==> src/rtl/seq_det_ctrl_pkg.sv <==
// Shared definitions for the serial pattern detector controller.
// Holds the FSM state encoding and the power-up pattern value.
// Imported by the controller and its match core.
package seq_det_ctrl_pkg;

  typedef enum logic [1:0] {
    ST_IDLE  = 2'b00,
    ST_SHIFT = 2'b01,
    ST_DONE  = 2'b11
  } state_e;

  // Pattern loaded at reset when the default pattern length is used
  localparam logic [2:0] DEF_PAT = 3'b101;

endpackage

==> src/rtl/seq_det_ctrl_match_core.sv <==
// Mealy match core: keeps the last PW-1 serial bits and a valid-bit count.
// match_o is combinational from the presented bit, gated by act_i.
// clr_i wipes the history per operation so matches never span two words.
module seq_match_core
  import seq_det_ctrl_pkg::*;
#(
  parameter int PW = 3
) (
  input  logic          clk,
  input  logic          rst,
  input  logic          clr_i,
  input  logic          shift_i,
  input  logic          act_i,
  input  logic          bit_i,
  input  logic [PW-1:0] pat_i,
  output logic          match_o
);

  localparam int VW = (PW > 2) ? $clog2(PW) : 1;
  localparam logic [VW-1:0] VMAX = VW'(PW - 1);

  logic [PW-2:0] hist_q;
  logic [PW-2:0] hist_d;
  logic [VW-1:0] vcnt_q;
  logic [PW-1:0] window;

  // Current candidate window: stored history followed by the live bit
  assign window  = {hist_q, bit_i};
  assign hist_d  = window[PW-2:0];
  assign match_o = act_i && (vcnt_q == VMAX) && (window == pat_i);

  // History shift register and saturating count of bits seen this operation
  always_ff @(posedge clk or posedge rst) begin
    if (rst) begin
      hist_q <= '0;
      vcnt_q <= '0;
    end else if (clr_i) begin
      hist_q <= '0;
      vcnt_q <= '0;
    end else if (shift_i) begin
      hist_q <= hist_d;
      if (vcnt_q != VMAX) vcnt_q <= vcnt_q + 1'b1;
    end
  end

endmodule

==> src/rtl/seq_det_ctrl.sv <==
// Controller that serialises a data word MSB-first into a programmable pattern detector.
// Latency: start at edge k, bits presented for DW cycles, done pulses in cycle k+DW..k+DW+1.
// No backpressure: start and cfg_we are ignored (not queued) while busy or done.
module seq_det_ctrl
  import seq_det_ctrl_pkg::*;
#(
  parameter int             DW      = 8,
  parameter int             PW      = 3,
  parameter int             CW      = 4,
  parameter logic [PW-1:0]  RST_PAT = PW'(DEF_PAT)
) (
  input  logic          clk,
  input  logic          R,
  input  logic          cfg_we,
  input  logic [PW-1:0] cfg_pat,
  input  logic          start,
  input  logic [DW-1:0] din,
  output logic          busy,
  output logic          done,
  output logic          bit_out,
  output logic          X,
  output logic [CW-1:0] match_cnt,
  output logic          overflow
);

  localparam int             IW       = (DW > 1) ? $clog2(DW) : 1;
  localparam logic [IW-1:0]  LAST_IDX = IW'(DW - 1);
  localparam logic [CW-1:0]  CNT_MAX  = '1;

  state_e        state_q;
  logic [DW-1:0] shift_q;
  logic [IW-1:0] idx_q;
  logic [PW-1:0] pat_q;
  logic [CW-1:0] cnt_q;
  logic [CW-1:0] cnt_d;
  logic          ovf_q;
  logic          ovf_d;
  logic          busy_q;
  logic          done_q;
  logic          match_w;
  logic          launch_w;

  assign launch_w = (state_q == ST_IDLE) && start;

  seq_match_core #(
    .PW(PW)
  ) u_core (
    .clk    (clk),
    .rst    (R),
    .clr_i  (launch_w),
    .shift_i(busy_q),
    .act_i  (busy_q),
    .bit_i  (bit_out),
    .pat_i  (pat_q),
    .match_o(match_w)
  );

  // Saturating match counter; a match while already saturated marks overflow
  always_comb begin
    cnt_d = cnt_q;
    ovf_d = ovf_q;
    if (match_w) begin
      if (cnt_q == CNT_MAX) ovf_d = 1'b1;
      else                  cnt_d = cnt_q + 1'b1;
    end
  end

  // Sequencing FSM with its datapath registers and registered status outputs
  always_ff @(posedge clk or posedge R) begin
    if (R) begin
      state_q <= ST_IDLE;
      shift_q <= '0;
      idx_q   <= '0;
      pat_q   <= RST_PAT;
      cnt_q   <= '0;
      ovf_q   <= 1'b0;
      busy_q  <= 1'b0;
      done_q  <= 1'b0;
    end else begin
      case (state_q)
        ST_IDLE: begin
          // The pattern write lands in the same edge, so it applies to this launch
          if (cfg_we) pat_q <= cfg_pat;
          if (start) begin
            shift_q <= din;
            idx_q   <= '0;
            cnt_q   <= '0;
            ovf_q   <= 1'b0;
            busy_q  <= 1'b1;
            state_q <= ST_SHIFT;
          end
        end
        ST_SHIFT: begin
          shift_q <= {shift_q[DW-2:0], 1'b0};
          idx_q   <= idx_q + 1'b1;
          cnt_q   <= cnt_d;
          ovf_q   <= ovf_d;
          if (idx_q == LAST_IDX) begin
            busy_q  <= 1'b0;
            done_q  <= 1'b1;
            state_q <= ST_DONE;
          end
        end
        ST_DONE: begin
          done_q  <= 1'b0;
          state_q <= ST_IDLE;
        end
        default: begin
          busy_q  <= 1'b0;
          done_q  <= 1'b0;
          state_q <= ST_IDLE;
        end
      endcase
    end
  end

  assign busy      = busy_q;
  assign done      = done_q;
  assign bit_out   = busy_q & shift_q[DW-1];
  assign X         = match_w;
  assign match_cnt = cnt_q;
  assign overflow  = ovf_q;

endmodule

==> config.mk <==
export PLATFORM = sky130hd
export DESIGN_NAME = seq_det_ctrl
export DESIGN_NICKNAME = d
export VERILOG_FILES = /design/src/rtl/seq_det_ctrl_pkg.sv /design/src/rtl/seq_det_ctrl_match_core.sv /design/src/rtl/seq_det_ctrl.sv
export SDC_FILE = /design/constraint.sdc
export NUM_CORES = 1
export LEC_CHECK = 0
export ABC_AREA = 0
export BUFFER_PORTS_ARGS = -buffer_cell sky130_fd_sc_hd__buf_2
export CORE_UTILIZATION = 40
export DETAILED_ROUTE_END_ITERATION = 10
export PLACE_DENSITY = 0.71
export SYNTH_ARGS = -nofsm -noshare
export SYNTH_HDL_FRONTEND = slang
export SYNTH_SLANG_ARGS = --single-unit
export TNS_END_PERCENT = 5
==> constraint.sdc <==
create_clock -name clk -period 2.05 [get_ports clk]
set_clock_uncertainty 0.1 [all_clocks]
set_input_delay 0.41 -clock clk [delete_from_list [all_inputs] [get_ports clk]]
set_output_delay 0.41 -clock clk [all_outputs]
set_load 0.02 [all_outputs]
==> results of run 1 <==
==> state kept, by name, indices dropped and copies added, names as in the netlist <==
signal and count:
state_q 2, shift_q 8, done 1, u_core.vcnt_q 2, u_core.hist_q 2, pat_q 3
busy 1, overflow 1, match_cnt 4, idx_q 3
==> cells in the mapped netlist, types with 3 or more instances <==
cell type,instances
dfrtp_1,25
o21ai_0,10
nand2_1,17
ha_1,4
mux2i_1,8
inv_1,4
a21oi_1,4
mux2_2,3
and2_1,3
xor2_1,3
buf_2,3
nor2_1,11
==> per-layer routing <==
metal,GRT usage,up-vias,share of wire
li1,-,473,-
met5,0,-,0
met4,0.0612,0,0
met1,0.200,456,0.45
met3,0.0132,0,0.013
met2,0.266,11,0.53
==> cell type report <==
type                       count  share of cell area
multi-input combinational     86               0.382
tap                           44              0.0366
inverter                       4             0.00998
sequential                    27               0.451
timing repair buffer          28               0.103
clock buffer                   4              0.0175
==> report_power, final <==
part           leakage, nW  switching [mW]  internal, mW
Combinational        0.369           0.419         0.325
Sequential           0.349           0.151         0.736
Clock               0.0150           0.144        0.0759
Total                0.732           0.714          1.14
==> cell families after synthesis <==
logic type / after synthesis / synth area share
AND/OR/NAND/NOR: 41 / 0.155
XOR/XNOR: 4 / 0.0272
adder cells (fa/ha/maj): 4 / 0.0389
AO/OA/AOI/OAI: 25 / 0.117
multiplexers: 12 / 0.100
buffers and inverters: 9 / 0.0350
flip-flops: 27 / 0.527
==> critical path, cell delays in order (launching register included) <==
cell	delay, ns
dfstp_2	0.58
xor2_2	0.09
nor4_4	0.31
buf_4	0.19
==> timing repair <==
item	in CTS	in global routing
setup buffers	0	0
setup endpoints to repair	0	1
endpoints found under the hold margin	0	0
resized for setup	0	3
==> through the flow <==
step	total power, mW	worst slack [ns]	TNS, ns
after floorplan	1.44	0.251	0
after detailed placement	1.63	0.329	0
after global routing	2.01	-0.0363	-0.0363
after CTS	1.86	0.0217	0
final	1.85	0.0636	0
after global placement	1.59	0.384	0
==> path summary, 6_finish.rpt <==
| kind | start | end | slack (ns) |
|---|---|---|---|
| worst min-delay path | R | shift_q[7] | 0.02 |
| worst max-delay path | pat_q[2] | X | 0.06 |
| worst max register to register | state_q[0] | shift_q[2] | 0.28 |
| min in group clk | din[0] | shift_q[0] | 0.20 |
| max in group asynchronous | R | pat_q[2] | 1.53 |
| worst min register to register | shift_q[5] | shift_q[6] | 0.40 |
==> key figures, run 1 <==
Timing
  – Worst Tran Pin Value: 0.517 ns
  – Max-slew headroom: 0.655
  – Slew Limit Fails: 0
  – Final setup fails: 0
  – RSZ-0062 raised after global routing: yes
  – Final Hold Fails: 0
  – Fin crit share: 0.969
  – Clock period minus worst slack: between 1.5 and 2 ns
  – WHS: 0.0162 ns
  – Highest clock rate: 0.503 GHz

Worst setup path
  – Element type at the critical path end: primary output
  – CP Data Required Time: 1.54 ns
  – Startpoint types: register
  – Crit path DAT: between 1 and 1.5 ns
  – Reg2reg path depth: 4
  – Crit-path max FO: 2
  – CP Class: register to primary output

Placed design
  – HPWL Detailed: roughly 1800 µm
  – Number of placed cells counting well taps: 189
  – Dpl cell area: 0.00147 mm²
  – PortBufs: 23
  – GPL Wtd Cong: between 0.7 and 0.8

CTS
  – H-tree depth: 1
  – Sink Count: 27
  – Hold Buf Count CTS: 0
  – Clock latency at the later pin of the worst-skew pair: 0.31 ns
  – Max clock buf depth: 2
  – Num CTS Buffers: 3
  – CTS clock-pin slew for the worst setup and hold paths: 0.14 ns
  – CTS root buf: clkbuf_4
  – CTS tree: done

Route
  – DR iter-0 viols: 48
  – DRC Markers: 0
  – Total Routed Length: 2330 µm
  – Post-route antenna net violation count: 0
  – DRT Pass-1 Iters: 4
  – Vias: 940
  – DR WL/cell: 12.1 µm
  – Vias per cell: a little under 5

Logic synthesis
  – Async SR Flop Fraction: 1.00
  – Seq cells post-synth: 27
  – Synthesized instance count: ~120
  – Post-synthesis sequential area ratio: 0.527
  – Largest area contributor in the netlist: dfrtp_1
  – Yosys cell types: 32
  – Synth top area cells: dfrtp_1 49%, mux2i_1 6.2%, nand2_1 5.0%
  – Ys flop type: dfrtp_1
  – Share of the synthesized area in the top cell type: 0.486
  – Synth warn: 0
  – Syn avg cell area: roughly 11 µm²
  – EDFF count, synth: 0
  – Post-synthesis cell area: 0.00129 mm²
  – Post-Syn Nets: 141

Finish
  – Cell Count, Final, Fillers Out: roughly 190
  – Fin nets: 169
  – Most common cell after layout, fill and taps aside: dfrtp_1
  – Most frequent cells in the layout: 25 x dfrtp_1, 22 x buf_2, 17 x nand2_1, 11 x nor2_1, 10 x o21ai_0
  – Share of post-route cells with drive strength above 1: 0.275
  – Post-layout util: 0.493
  – Final cell area excluding filler cells: 0.00150 mm²
  – Area Overhead vs Synth: 16.8%
  – # diodes: 0
  – FF+latch area: 678 µm²
  – Area of the multi-input gates: around 570 µm²
  – FILL cells: 313

Worst hold path
  – Min-Delay Path Class: primary input to asynchronous set/reset pin

Global route
  – Vias in the first global route: 954
  – Total gr overflow: 0
  – Global-route wire length before repair: a little over 4000 µm
  – Initial antenna violation count: 0
  – All-Layer GR Usage: 0.154
  – Largest net degree at the start of global routing: 28

Die
  – Ports: 24
  – Chip height: 58.7 µm
  – Placement Rows: 20
  – Die X: 58.7 µm
  – Core Region: 0.00305 mm²
  – Initial core utilization: 0.422
  – Die footprint: 0.00345 mm²

Job
  – Max Cap Viol: 0

Power
  – Worst vdd ir: 0.376 mV
  – Lkg Pwr: 0.732 nW
  – Power Density: 1230 mW/mm²

Status
  – Run status: completed
Note: power is estimated with default switching activity, not from simulation.
==> run 2: changes to the inputs <==
--- a/config.mk
+++ b/config.mk
@@ -10,6 +10,7 @@
 export CORE_UTILIZATION = 40
 export DETAILED_ROUTE_END_ITERATION = 10
 export PLACE_DENSITY = 0.71
+export RECOVER_POWER = 100
 export SYNTH_ARGS = -nofsm -noshare
 export SYNTH_HDL_FRONTEND = slang
 export SYNTH_SLANG_ARGS = --single-unit
==> run 2 against run 1 <==
Sequential share of layout area is 0.53 points higher. Via count decreased by 0.32%. Utilization down 0.57 points. Total power fell by 0.91%. Count of clock-buffer cells in the layout did not move. Die area stayed put. Global-route usage did not move. First-iteration DRC count decreased by 19%. Setup slack worse by 0.0043 ns. Non-clock buffer count unchanged. Largest power group unchanged. Highest routed layer unchanged.
==> key figures, run 2 (synthesized netlist as in run 1, its figures left out) <==
CTS
  – CTS tree: done
  – Postcts setup bufs: 0 (unchanged)
  – Sink Count: 27 (unchanged)
  – CTS root buf: clkbuf_4
  – Clock latency at the later pin of the worst-skew pair: 0.31 ns (about the same)
  – CTS clock-pin slew for the worst setup and hold paths: 0.13 ns (about the same)
  – H-tree depth: 1 (unchanged)
  – Max clock buf depth: 2 (unchanged)
  – Hold Buf Count CTS: 0 (unchanged)
  – Num CTS Buffers: 3 (unchanged)

Finish
  – Fin nets: 169 (unchanged)
  – Most frequent cells in the layout: 25 x dfrtp_1, 17 x nand2_1, 14 x buf_2, 11 x nor2_1, 11 x clkbuf_1
  – Max reg flops: 8 (unchanged)
  – Area Overhead vs Synth: 15.5%
  – Share of post-route cells with drive strength above 1: 0.208 (-0.0671)
  – Most common cell after layout, fill and taps aside: dfrtp_1
  – Final cell area excluding filler cells: 0.00149 mm² (-1.2%)
  – # diodes: 0 (unchanged)
  – Most flops, register: shift_q

Route
  – DR iter-0 viols: 39 (-19%)
  – DRC Markers: 0 (unchanged)
  – DRT Pass-1 Iters: 4 (unchanged)
  – Vias: 937 (-0.32%)
  – Vias per cell: 4.85 (-0.32%)
  – Total Routed Length: 2340 µm (+0.34%)
  – Post-route antenna net violation count: 0 (unchanged)
  – DR WL/cell: 12.1 µm (+0.34%)

Global route
  – Total gr overflow: 0 (unchanged)
  – Initial antenna violation count: 0 (unchanged)
  – Largest net degree at the start of global routing: 28 (unchanged)
  – All-Layer GR Usage: 0.154 (unchanged)
  – Global-route wire length before repair: 4110 µm (unchanged)
  – Vias in the first global route: 954 (unchanged)

Power
  – Lkg Pwr: 0.691 nW (-5.6%)
  – Power Total: 1.83 mW (-0.91%)
  – Power Density: 1230 mW/mm² (+0.26%)
  – Worst vdd ir: 0.359 mV (-4.4%)

Timing
  – Highest clock rate: 0.502 GHz (-0.22%)
  – Fin crit share: 0.971 (+0.00212)
  – WHS: 0.200 ns (+0.183 ns)
  – Worst Tran Pin Value: 1.37 ns (+0.855 ns)
  – RSZ-0062 raised after global routing: yes
  – Final setup fails: 0 (unchanged)
  – Slew Limit Fails: 0 (unchanged)
  – Max-slew headroom: 0.0849 (-0.570)
  – Final Hold Fails: 0 (unchanged)
  – Clock period minus worst slack: 1.99 ns (+0.00435 ns)

Worst setup path
  – Element type at the critical path end: primary output
  – CP Class: register to primary output
  – CP Data Required Time: 1.54 ns (about the same)
  – Startpoint types: register
  – Crit-path max FO: 2 (unchanged)
  – Crit path cell chain: xor2_2 > nor4_4 > buf_4
  – R2r setup slk: 0.14 ns (-0.14 ns)
  – Crit path DAT: 1.48 ns (about the same)
  – Largest stage delay on the critical path: 0.58 ns (about the same)
  – Worst path bufs/invs: 1 (unchanged)
  – Crit-path slowest cell: dfstp_2
  – Kind of cell adding the most delay to the critical path: flip-flops

Placed design
  – HPWL Detailed: 1780 µm (unchanged)
  – GPL Wtd Cong: 0.752 (unchanged)
  – PortBufs: 23 (unchanged)
  – Dpl cell area: 0.00147 mm² (unchanged)

Die
  – Core Region: 0.00305 mm² (unchanged)
  – Ports: 24 (unchanged)
  – Chip height: 58.7 µm (unchanged)
  – Initial core utilization: 0.422 (unchanged)
  – Die X: 58.7 µm (unchanged)
  – Die footprint: 0.00345 mm² (unchanged)
  – Placement Rows: 20 (unchanged)

Worst hold path
  – Min-Delay Path Class: primary input to register

Job
  – Max Cap Viol: 0 (unchanged)

Status
  – Run status: completed
[run 2: worst min-delay path, stage by stage]
cell and delay, ns:
buf_2 0.08, nand2_1 0.03, o21ai_0 0.06
[run 2: final cells by class]
type / count / area [µm²]
Inverter: 4 / 15.0
Clock buffer: 4 / 26.3
Sequential cell: 27 / 678
Multi-Input combinational cell: 86 / 574
Timing Repair Buffer: 28 / 138
Tap cell: 44 / 55.1
Fill cell: 318 / 1570
[run 2: final timing paths]
kind / cells past startpoint / from / to
max in group asynchronous: 3 / R / match_cnt[0]
hold / removal: 3 / din[0] / shift_q[0]
min in group asynchronous: 3 / R / shift_q[7]
hold reg to reg: 2 / shift_q[5] / shift_q[6]
setup reg to reg: 4 / state_q[0] / shift_q[2]
setup / recovery: 3 / pat_q[2] / X
[run 2: timing repair]
item                                    in CTS  in global routing
gates resized for setup                      0                  3
endpoints found under the hold margin        0                  0
endpoints found under the setup margin       0                  1
[run 2: power breakdown]
group | switching, mW | total, mW | internal, mW | leakage (nW)
logic | 0.418 | 0.725 | 0.306 | 0.328
registers | 0.152 | 0.889 | 0.736 | 0.349
clock network | 0.145 | 0.221 | 0.0760 | 0.0150
[run 2: routing by layer]
metal / vias up / wire length (µm) / GRT usage / part of all wire
met5: - / 0 / 0 / 0
met2: 13 / 1240 / 0.266 / 0.53
li1: 471 / - / - / -
met1: 453 / 1060 / 0.200 / 0.45
met4: 0 / 0 / 0.0612 / 0
met3: 0 / 35 / 0.0132 / 0.015
[run 2: per-stage QoR]
stage / util / setup TNS, ns / setup WS [ns] / instances
floorplan: - / 0 / 0.251 / 122
global placement: 0.480 / 0 / 0.384 / 189
detailed placement: 0.480 / 0 / 0.329 / 189
CTS: 0.489 / 0 / 0.0217 / 193
global route: 0.487 / -0.0538 / -0.0363 / 193
finish: 0.487 / 0 / 0.0593 / 193
==> run 3: changes to the inputs <==
--- a/config.mk
+++ b/config.mk
@@ -6,10 +6,10 @@
 export NUM_CORES = 1
 export LEC_CHECK = 0
 export ABC_AREA = 0
-export BUFFER_PORTS_ARGS = -buffer_cell sky130_fd_sc_hd__buf_2
 export CORE_UTILIZATION = 40
 export DETAILED_ROUTE_END_ITERATION = 10
-export PLACE_DENSITY = 0.71
+export DONT_BUFFER_PORTS = 1
+export PLACE_DENSITY = 0.64
 export RECOVER_POWER = 100
 export SYNTH_ARGS = -nofsm -noshare
 export SYNTH_HDL_FRONTEND = slang
==> run 3 against run 2 <==
Total power is 0.61% lower. Flip-flop and latch count is the same. Utilization down 1.8 points. Non-clock buffer count is 14 lower. Clock power rose by 2%. Largest cell class unchanged. First-iteration DRC count shrank 26%. Critical endpoint unchanged. Hold slack worse by 0.10 ns. Count of clock-buffer cells in the layout unchanged. Combinational power fell by 3.2%. Largest power group unchanged. Die area did not move. Sequential share of layout area grew 1.7 points.
==> key figures, run 3 (synthesized netlist as in run 1, its figures left out) <==
Status
  – Run status: completed

Die
  – Ports: 24 (unchanged)
  – Initial core utilization: 0.422 (unchanged)
  – Die footprint: 0.00345 mm² (unchanged)
  – Chip height: 58.7 µm (unchanged)
  – Core Region: 0.00305 mm² (unchanged)
  – Die X: 58.7 µm (unchanged)
  – Placement Rows: 20 (unchanged)

Timing
  – Fin crit share: 0.975 (+0.00345)
  – Slew Limit Fails: 0 (unchanged)
  – Highest clock rate: 0.501 GHz (-0.35%)
  – Max-slew headroom: 0.572 (+0.487)
  – WHS: 0.0972 ns (-0.102 ns)
  – Final setup fails: 0 (unchanged)
  – Final Hold Fails: 0 (unchanged)
  – Clock period minus worst slack: 2.00 ns (+0.00706 ns)
  – Worst Tran Pin Value: 0.641 ns (-0.731 ns)
  – RSZ-0062 raised after global routing: yes

Finish
  – Area Overhead vs Synth: 11.3%
  – # diodes: 0 (unchanged)
  – Max reg flops: 8 (unchanged)
  – Most flops, register: shift_q
  – Cell Count, Final, Fillers Out: 179 (-7.3%)
  – Most common cell after layout, fill and taps aside: dfrtp_1
  – Fin nets: 155 (-8.3%)
  – Most frequent cells in the layout: 25 x dfrtp_1, 16 x nand2_1, 11 x nor2_1, 11 x o21ai_0
  – Share of post-route cells with drive strength above 1: 0.148 (-0.0599)

Placed design
  – PortBufs: 0 (-100%)
  – Number of placed cells counting well taps: 169 (-11%)
  – GPL Wtd Cong: 0.725 (-3.6%)
  – HPWL Detailed: 1740 µm (-2.3%)

Worst setup path
  – Startpoint types: register
  – Crit-path max FO: 2 (unchanged)
  – R2r setup slk: 0.14 ns (about the same)
  – CP Class: register to primary output
  – Element type at the critical path end: primary output
  – Crit path DAT: 1.49 ns (about the same)
  – CP Data Required Time: 1.54 ns (about the same)

Global route
  – Global-route wire length before repair: 3930 µm (-4.2%)
  – Vias in the first global route: 885 (-7.2%)
  – Total gr overflow: 0 (unchanged)
  – Initial antenna violation count: 0 (unchanged)
  – Largest net degree at the start of global routing: 19 (-32%)
  – All-Layer GR Usage: 0.151 (-0.00336)

CTS
  – Num CTS Buffers: 3 (unchanged)
  – Clock latency at the later pin of the worst-skew pair: 0.32 ns (about the same)
  – Max clock buf depth: 2 (unchanged)
  – CTS clock-pin slew for the worst setup and hold paths: 0.15 ns (+0.02 ns)
  – CTS tree: done
  – H-tree depth: 1 (unchanged)
  – Sink Count: 27 (unchanged)
  – CTS root buf: clkbuf_4

Route
  – DR iter-0 viols: 29 (-26%)
  – DRT Pass-1 Iters: 4 (unchanged)
  – DRC Markers: 0 (unchanged)
  – Total Routed Length: 2250 µm (-4.0%)
  – Vias per cell: 4.99 (+2.8%)
  – Vias: 893 (-4.7%)
  – DR WL/cell: 12.5 µm (+3.5%)
  – Post-route antenna net violation count: 0 (unchanged)

Worst hold path
  – Min-Delay Path Class: primary input to register

Power
  – Lkg Pwr: 0.651 nW (-5.9%)
  – Power Density: 1270 mW/mm² (+3.1%)
  – Power Total: 1.82 mW (-0.61%)
  – Worst vdd ir: 0.650 mV (+81%)

Job
  – Max Cap Viol: 0 (unchanged)
-- run 3: cell types whose count changed in the layout (fill, tap and decap cells not counted) --
cell           delta
nand2_2           +1
clkbuf_1          -3
o21ai_0           +1
buf_2            -14
dlygate4sd3_1     +1
nand2_1           -1
and2_0            -1
and2_1            +1
o21ai_1           -1
buf_4             +2
-- run 3: path summary, 6_finish.rpt --
check / cells after the start / endpoint / from
max: 3 / X / pat_q[2]
min reg2reg: 2 / shift_q[6] / shift_q[5]
max in group asynchronous: 3 / match_cnt[0] / R
min: 2 / shift_q[0] / din[0]
min in group asynchronous: 2 / shift_q[6] / R
max reg2reg: 7 / match_cnt[0] / pat_q[0]
-- run 3: routing by layer --
layer | up-vias | wire, µm | track usage | part of all wire
met1 | 438 | 1070 | 0.203 | 0.48
met2 | 12 | 1050 | 0.235 | 0.47
met5 | - | 0 | 0 | 0
met4 | 0 | 18 | 0.0646 | 0.0080
met3 | 2 | 106 | 0.0330 | 0.047
li1 | 441 | - | - | -
-- run 3: final cells by class --
| type | instances | area (µm²) |
|---|---|---|
| Multi-Input combinational cell | 86 | 577 |
| Inverter | 4 | 15.0 |
| Timing Repair Buffer | 14 | 81.3 |
| Sequential cell | 27 | 678 |
| Clock buffer | 4 | 26.3 |
| Tap cell | 44 | 55.1 |
| Fill cell | 309 | 1620 |
-- run 3: metrics by stage --
step | TNS (ns) | setup slack [ns] | utilization | cell area (µm²)
final | 0 | 0.0522 | 0.469 | 1430
after detailed placement | 0 | 0.203 | 0.450 | 1370
after floorplan | 0 | 0.251 | - | 1290
after CTS | -0.0390 | -0.0390 | 0.473 | 1440
after global placement | 0 | 0.263 | 0.450 | 1370
after global routing | -0.0358 | -0.0358 | 0.469 | 1430
-- run 3: repair_timing --
action / in CTS / in global routing
hold buffers: 1 / 0
pin swaps: 2 / 2
gates resized for setup: 2 / 1
setup endpoints to repair: 1 / 1
hold endpoints to repair: 13 / 0
setup buffers: 4 / 1
-- run 3: power by group --
group / switching [mW] / total (mW) / internal [mW]
Combinational: 0.403 / 0.702 / 0.299
Sequential: 0.159 / 0.895 / 0.736
Clock: 0.150 / 0.226 / 0.0760
-- run 3: worst max-delay path: stages, from the launching register on --
cell and delay (ns):
dfstp_2 0.58, xor2_2 0.08, nor4_4 0.33, buf_4 0.20
